==> config.mk <==
export PLATFORM = sky130hd
export DESIGN_NAME = cache_transfer_ctrl
export DESIGN_NICKNAME = d
export VERILOG_FILES = /design/src/rtl/cache_ctrl_pkg.sv /design/src/rtl/cache_transfer_ctrl_rr_arbiter2.sv /design/src/rtl/cache_transfer_ctrl.sv
export SDC_FILE = /design/constraint.sdc
export NUM_CORES = 1
export LEC_CHECK = 0
export BUFFER_PORTS_ARGS = -buffer_cell sky130_fd_sc_hd__clkbuf_2
export CAP_MARGIN = 10
export CORE_MARGIN = 2
export CORE_UTILIZATION = 40
export CTS_CLUSTER_DIAMETER = 150
export CTS_CLUSTER_SIZE = 8
export DETAILED_ROUTE_END_ITERATION = 7
export PLACE_DENSITY = 0.67
export SYNTH_ARGS = -nofsm -noshare
export SYNTH_HDL_FRONTEND = slang
export SYNTH_HIERARCHICAL = 1
export SYNTH_SLANG_ARGS = --single-unit
==> constraint.sdc <==
create_clock -name i_clk -period 2.66 [get_ports i_clk]
set_input_delay 0.133 -clock i_clk [delete_from_list [all_inputs] [get_ports i_clk]]
set_output_delay 0.133 -clock i_clk [all_outputs]
set_load 0.1 [all_outputs]
==> src/rtl/cache_ctrl_pkg.sv <==
// Shared types for the cache-to-AXI block transfer controller and its arbiter.
package cache_ctrl_pkg;

  typedef enum logic [2:0] {
    IDLE,
    WRITEBACK,
    GAP,
    REFILL,
    DONE
  } state_t;

  typedef enum logic {
    REQ_ICACHE = 1'b0,
    REQ_DCACHE = 1'b1
  } req_id_t;

  // Byte-offset bits within one cache line.
  function automatic int offs_bits(input int block_width);
    return $clog2(block_width / 8);
  endfunction

endpackage

==> src/rtl/cache_transfer_ctrl_rr_arbiter2.sv <==
// Two-way round-robin arbiter: combinational grant, registered last-grant updated on i_update.
// Latency 0 (grant valid same cycle as requests); no backpressure, caller decides when to commit.
module rr_arbiter2
  import cache_ctrl_pkg::*;
(
  input  logic       i_clk,
  input  logic       i_arst_n,
  input  logic [1:0] i_req,
  input  logic       i_update,
  output req_id_t    o_gnt
);

  req_id_t last_q;

  always_comb begin
    o_gnt = REQ_ICACHE;
    if (i_req == 2'b11) begin
      if (last_q == REQ_ICACHE) o_gnt = REQ_DCACHE;
      else                      o_gnt = REQ_ICACHE;
    end else if (i_req[1]) begin
      o_gnt = REQ_DCACHE;
    end
  end

  always_ff @(posedge i_clk or negedge i_arst_n) begin
    if (!i_arst_n)     last_q <= REQ_ICACHE;
    else if (i_update) last_q <= o_gnt;
  end

endmodule

==> src/rtl/cache_transfer_ctrl.sv <==
// Owns the shared cache<->AXI block datapath: arbitrates I/D line requests, sequences writeback -> gap -> refill.
// Grant 1 cycle after request seen; done pulses 1 cycle after final beat; requests held by caches until done.
module cache_transfer_ctrl
  import cache_ctrl_pkg::*;
#(
  parameter int AXI_ADDR_WIDTH = 64,
  parameter int BLOCK_WIDTH    = 512
) (
  input  logic                      i_clk,
  input  logic                      i_arst_n,
  input  logic                      i_icache_req,
  input  logic [AXI_ADDR_WIDTH-1:0] i_icache_addr,
  input  logic                      i_dcache_req,
  input  logic                      i_dcache_dirty,
  input  logic [AXI_ADDR_WIDTH-1:0] i_dcache_addr,
  input  logic [AXI_ADDR_WIDTH-1:0] i_dcache_wb_addr,
  input  logic                      i_count_done,
  output logic                      o_start_read,
  output logic                      o_start_write,
  output logic [AXI_ADDR_WIDTH-1:0] o_addr_cache,
  output logic                      o_icache_done,
  output logic                      o_dcache_done,
  output logic                      o_grant_dcache,
  output logic                      o_busy
);

  localparam int OFFS = offs_bits(BLOCK_WIDTH);
  localparam logic [AXI_ADDR_WIDTH-1:0] LINE_MASK = {AXI_ADDR_WIDTH{1'b1}} << OFFS;

  state_t                    state_q, state_d;
  req_id_t                   owner_q;
  logic [AXI_ADDR_WIDTH-1:0] refill_addr_q;
  logic [AXI_ADDR_WIDTH-1:0] addr_q;

  logic                      any_req;
  req_id_t                   arb_gnt;
  logic                      wb_first;
  logic [AXI_ADDR_WIDTH-1:0] grant_refill;
  logic [AXI_ADDR_WIDTH-1:0] grant_wb;

  assign any_req = i_icache_req | i_dcache_req;

  rr_arbiter2 u_arb (
    .i_clk    (i_clk),
    .i_arst_n (i_arst_n),
    .i_req    ({i_dcache_req, i_icache_req}),
    .i_update ((state_q == IDLE) && any_req),
    .o_gnt    (arb_gnt)
  );

  assign wb_first     = (arb_gnt == REQ_DCACHE) && i_dcache_dirty;
  assign grant_refill = ((arb_gnt == REQ_DCACHE) ? i_dcache_addr : i_icache_addr) & LINE_MASK;
  assign grant_wb     = i_dcache_wb_addr & LINE_MASK;

  always_comb begin
    state_d = state_q;
    case (state_q)
      IDLE:      if (any_req) state_d = wb_first ? WRITEBACK : REFILL;
      WRITEBACK: if (i_count_done) state_d = GAP;
      GAP:       state_d = REFILL;
      REFILL:    if (i_count_done) state_d = DONE;
      DONE:      state_d = IDLE;
      default:   state_d = IDLE;
    endcase
  end

  // The writeback address is only needed during WRITEBACK, so it lives in addr_q alone.
  always_ff @(posedge i_clk or negedge i_arst_n) begin
    if (!i_arst_n) begin
      state_q       <= IDLE;
      owner_q       <= REQ_ICACHE;
      refill_addr_q <= '0;
      addr_q        <= '0;
    end else begin
      state_q <= state_d;
      case (state_q)
        IDLE: begin
          if (any_req) begin
            owner_q       <= arb_gnt;
            refill_addr_q <= grant_refill;
            addr_q        <= wb_first ? grant_wb : grant_refill;
          end
        end
        WRITEBACK: if (i_count_done) addr_q <= refill_addr_q;
        DONE:      addr_q <= '0;
        default:   ;
      endcase
    end
  end

  assign o_start_write  = (state_q == WRITEBACK);
  assign o_start_read   = (state_q == REFILL);
  assign o_addr_cache   = addr_q;
  assign o_busy         = (state_q != IDLE);
  assign o_grant_dcache = o_busy && (owner_q == REQ_DCACHE);
  assign o_icache_done  = (state_q == DONE) && (owner_q == REQ_ICACHE);
  assign o_dcache_done  = (state_q == DONE) && (owner_q == REQ_DCACHE);

endmodule

## After elaboration in Yosys (flattened, before gate mapping)

Index checks and enable logic that the tools add are counted.
W data, S select, Z words.

| word-level totals | value |
|---|---|
| register bits after elaboration | 127 |

| cells by class | value |
|---|---|
| equal/unequal tests | 8 |
| muxes and demuxes | 13 |
| bitwise gates (word level) | 2 |
| reductions and logical operators | 11 |

Operators with widths:

| cell | count |
|---|---|
| $mux W64 | 4 |
| $pmux W64 S3 | 1 |
| $pmux W3 S4 | 1 |
| $mux W3 | 3 |
| $eq A3 B2 Y1 const B | 2 |
| $ne A2 B2 Y1 const B | 3 |
| $reduce_and A3 Y1 | 2 |
| $reduce_bool A3 Y1 | 2 |
| $logic_and A1 B1 Y1 | 5 |
| $eq A3 B1 Y1 const B | 1 |
| $eq A3 B3 Y1 const B | 1 |
| $logic_not A3 Y1 | 1 |
| $mux W1 | 3 |
| $eq A2 B2 Y1 const B | 1 |
| $mux W2 | 1 |
| $reduce_and A2 Y1 | 1 |
| $not A1 Y1 | 1 |
| $or A1 B1 Y1 | 1 |

## Longest topological paths before layout

| depth | value |
|---|---|
| word-level depth | 6 |
| mapped depth | 7 |

## Hierarchy

The synthesis kept the hierarchy.

Modules (own cells, without submodules):

| module | instances | cells each | area an instance (um2) | sequential area each (um2) |
|---|---|---|---|---|
| cache_transfer_ctrl | 1 | 693 | 7412.1 | 3002.9 |
| rr_arbiter2 | 1 | 3 | 51.3 | 25.0 |

## Worst setup path after synthesis

OpenSTA, ideal clock, no wires.

| path | value |
|---|---|
| path kind | reg-to-output |
| from | reg state_q[1] |
| to | out o_icache_done |
| data arrival time | 2.500 ns |
| required time | 2.527 ns |
| path slack | 0.027 ns |
| cell stages (with the launch flop) | 6 |
| path buffers | 2 |
| cells stage by stage | dfrtp_1 -> clkbuf_1 -> nor2_1 -> clkbuf_1 -> nand2_1 -> nor2_1 |

| on the way | value |
|---|---|
| longest elaborated chain between the ends | 2 |

RTL lines:

| element | RTL line | RTL |
|---|---|---|
| start: declaration | cache_transfer_ctrl.sv:30 | `state_t state_q, state_d;` |
| start signal: assignment | cache_transfer_ctrl.sv:75 | `state_q <= state_d;` |
| $eq A3 B3 Y1 | cache_transfer_ctrl.sv:96 | `assign o_icache_done = (state_q == DONE) && (owner_q == REQ_ICACHE);` |
| $logic_and A1 B1 Y1 | cache_transfer_ctrl.sv:96 |  |
| end: declaration | cache_transfer_ctrl.sv:21 | `output logic o_icache_done,` |

No other way between the ends.

## Worst setup path after layout

| path | value |
|---|---|
| from | reg state_q[1] |
| to | out o_dcache_done |

| on the way | value |
|---|---|
| longest elaborated chain between the ends | 2 |

RTL lines:

| element | RTL line | RTL |
|---|---|---|
| $eq A3 B3 Y1 | cache_transfer_ctrl.sv:97 | `assign o_dcache_done = (state_q == DONE) && (owner_q == REQ_DCACHE);` |
| $logic_and A1 B1 Y1 | cache_transfer_ctrl.sv:97 |  |
| end: declaration | cache_transfer_ctrl.sv:22 | `output logic o_dcache_done,` |

No other way between the ends.

==> results.rst <==
.. list-table::
   :header-rows: 1

   * - Metric
     - Value
   * - Endpoint required time on the critical path
     - 2.53 ns
   * - Arrival time of data at the critical path endpoint
     - 2.25 ns
   * - Cell area power density
     - 1430 nW/um^2
   * - Leading register cell type out of synthesis
     - dfrtp_1
   * - Area grow syn2layout
     - 26.8%
   * - Core footprint
     - 18100 um^2
   * - Element type at the critical path end
     - output pin
   * - Status
     - finished, final reports clean
   * - Number of optimization iterations in the first detailed-route pass
     - 4
   * - Count of unique library cells instantiated by Yosys
     - 26
   * - Number of vias after detailed routing
     - 6334
   * - Average wire per cell in the routed design
     - 18.4 um
   * - Highest clock rate
     - 420 MHz
   * - Remaining max-slew budget at the tightest pin
     - 0.467
   * - Cell type of the slowest stage on the worst timing path
     - dfrtp_2
   * - Placement Setup Slack
     - 0.632 ns
   * - Cell taking the most area after synthesis
     - dfrtp_1
   * - Ratio of final minimum period to clock period
     - 0.894
   * - Area of the multi-input gates
     - 4090 um^2
   * - Post-synthesis compound-gate area fraction
     - 0.181
   * - Ordered cell list for the critical path
     - nor2_4 > buf_4 > and3_1 > clkbuf_2
   * - Finished Layout Cells
     - 1141
   * - Clock power share
     - 0.172
   * - Leakage Power
     - 4.11 nW
   * - H-tree lvl count
     - 4
   * - Number of maximum-capacitance violations
     - 0
   * - Critical Path Start Type
     - register
   * - Net switching power of the design
     - 7.16 mW
   * - Gpl congestion
     - 0.723
   * - Max Transition Viols Final
     - 0
   * - Mapped Avg Cell Area
     - 10.7 um^2
   * - Crit path time final
     - 2.38 ns
   * - Flip-flop and latch count after synthesis
     - 121
   * - Parity-gate share of the synthesized area counting xor and xnor cells
     - 0.00235
   * - Detailed-route DRC error count
     - 0
   * - Die area
     - 19800 um^2
   * - Share of synthesized cell area in full adder, half adder and majority cells
     - 0
   * - Nets
     - 1097
   * - Unrepaired setup endpoints after global routing
     - no
   * - Post-route ant nets
     - 0
   * - Setup Crit Path Kind
     - reg2out
   * - Number of warnings printed during yosys synthesis
     - 6
   * - Maximum ir drop on the vdd rail
     - 0.604 mV
   * - Fin. Hold Viols
     - 0
   * - Clock Path Buffers
     - 2
   * - Aggregate negative setup slack
     - 0 ns
   * - Internal
     - 6.42 mW
   * - Area share of the largest cell type after synthesis
     - 0.406
   * - Overall Global Routing Usage
     - 0.213
   * - HP Class
     - in2reg
   * - Wire length of the first global-routing pass
     - 33300 um
   * - Clock tree from TritonCTS
     - done
   * - Ratio of routed vias to standard cells
     - 5.55
   * - Async set-or-reset flop fraction in the synthesized netlist
     - 1.00
   * - Register cell area after layout
     - 3030 um^2
   * - Via count of the first global-routing pass
     - 6427
   * - Total length of routed wires
     - 20900 um
   * - Register share of total power
     - 0.248
   * - Number of CTS-inserted buffers
     - 17
   * - Number of antenna cells inserted
     - 0
   * - Synthesized instance count
     - 696
   * - Layout cells sized above 1
     - 0.582
   * - Main combinational cell family by area after synthesis
     - multiplexers
   * - Height of the die
     - 141 um
   * - Largest clock skew in the final design
     - 0.00846 ns
   * - Maximum number of pins on one net before global-route repair
     - 62
   * - Total grt overflow
     - 0
   * - Number of port buffers
     - 243
   * - Largest fanout of any net on the critical path
     - 29
   * - Share of total power consumed by net switching
     - 0.527
   * - Clock root buffer
     - clkbuf_16
   * - EDFF count, synth
     - 0
   * - Site Rows
     - 49
   * - Combinational fraction of design power
     - 0.581
   * - Cell types with the largest area share after synthesis
     - dfrtp_1 (41%), mux2_2 (26%), o221ai_1 (6.8%)
   * - PnR worst setup slack
     - 0.282 ns
   * - Combined area of all synthesized cells
     - 7460 um^2
   * - Post-Synth Simple-Gate Area
     - 0.0887
   * - Latest clock arrival within the worst-skew pair
     - 0.41 ns
   * - Slowest Stage Delay on Critical Path
     - 0.58 ns
   * - Placed wire-length estimate after detailed placement
     - 13800 um
   * - Register area share after synthesis
     - 0.406
   * - Clock net sink count
     - 121
   * - Initial core utilization
     - 0.411
   * - Antenna violations before repair
     - 0
   * - Kind of cell adding the most delay to the critical path
     - buffers and inverters
   * - Count leader, synth
     - mux2_2
   * - Number of filler instances in the final layout
     - 1613
   * - IO Pins
     - 268
   * - Synth top cells by count
     - mux2_2 (172), dfrtp_1 (121), nand2_1 (59)
   * - Final number of setup-violating endpoints
     - 0
   * - Multiplexer share of the synthesized area
     - 0.266
   * - Drt initial violations
     - 274
   * - Number of placed instances, taps included
     - 1107
   * - Least-Margin Pin Slew
     - 0.800 ns
   * - Die Wd
     - 141 um
   * - Clock-pin slew on the worst setup and hold paths
     - 0.05 ns
   * - Buffering stage count on the worst path with inverters included
     - 2
metal layers:
| metal | up-vias | GRT usage | part of all wire |
|---|---|---|---|
| met2 | 178 | 0.367 | 0.50 |
| met3 | 36 | 0.0387 | 0.045 |
| met1 | 3063 | 0.265 | 0.43 |
| met5 | - | 0 | 0 |
| li1 | 3057 | - | - |
| met4 | 0 | 0.0837 | 0.026 |
final timing paths:
kind,from,end,slack [ns],cells past startpoint
max,state_q[1],o_dcache_done,0.28,4
min,i_icache_addr[41],refill_addr_q[41],0.1,3
max reg2reg,state_q[2],o_addr_cache[32],0.63,4
min reg2reg,refill_addr_q[41],refill_addr_q[41],0.50,1
max in group asynchronous,i_arst_n,refill_addr_q[58],1.63,3
min in group asynchronous,i_arst_n,refill_addr_q[31],0.36,2
worst min-delay path, cell delays in order:
cell and delay [ns]:
clkbuf_2 0.08, mux2_2 0.14, mux2_1 0.11
placed cells by master, fill, tap and decap left out, types with 3 or more instances in the layout:
| master | Yosys | final |
|---|---|---|
| mux2_2 | 172 | 172 |
| dfrtp_1 | 121 | 120 |
| clkbuf_1 | 58 | 5 |
| a31oi_1 | 58 | 58 |
| conb_1 | 1 | 6 |
| mux2_1 | 3 | 3 |
| nand2_1 | 59 | 59 |
| clkbuf_16 | 0 | 17 |
| buf_12 | 0 | 5 |
| or2_2 | 58 | 58 |
| clkbuf_8 | 0 | 3 |
| a211oi_1 | 58 | 58 |
| buf_4 | 12 | 16 |
| o221ai_1 | 58 | 58 |
| bufinv_16 | 0 | 3 |
| clkbuf_2 | 0 | 242 |
flip-flops by register name, indices dropped and copies added, names as in the netlist:
signal and count:
o_addr_cache 58, owner_q 1, u_arb/last_q 1, refill_addr_q 58, state_q 3
cell type report:
cell class	count	area share
clock inverter	7	0.0122
tap	229	0.0303
inverter	1	0.000397
clock buffer	25	0.0513
timing repair buffer	265	0.153
sequential	121	0.320
multi-input combinational	493	0.432
per-stage QoR:
step	instance area (um^2)	hold WS (ns)	util	power, mW
5_1_grt	9460	0.0879	0.521	14.3
6_report	9460	0.0957	0.521	13.6
2_1_floorplan	7480	-0.163	-	9.64
3_3_place_gp	8840	0.266	0.487	11.2
4_1_cts	9460	0.0794	0.521	13.7
3_5_place_dp	8840	0.258	0.487	11.3
power groups by stage:
stage | combinational [mW] | clock, mW | sequential (mW)
6_report | 7.88 | 2.33 | 3.36
5_1_grt | 8.35 | 2.47 | 3.48
4_1_cts | 7.93 | 2.38 | 3.36
3_5_place_dp | 7.92 | 0 | 3.38
3_3_place_gp | 7.86 | 0 | 3.35
2_1_floorplan | 3.46 | 0 | 6.18
cell families (layout without fill, tap and decap cells):
kind of cell           Yosys count  count (layout)
other                            1               6
AO/OA/AOI/OAI                  179             179
flip-flops                     121             121
XOR/XNOR                         2               2
AND/OR/NAND/NOR                130             130
multiplexers                   176             176
buffers and inverters           87             298
repair_timing:
item | 4_1_cts | 5_1_grt
buffers inserted | 0 | 0
hold buffers | 2 | 0
endpoints found under the hold margin | 56 | 0
gates resized for setup | 0 | 0
Power figures use the tool's default switching activity.
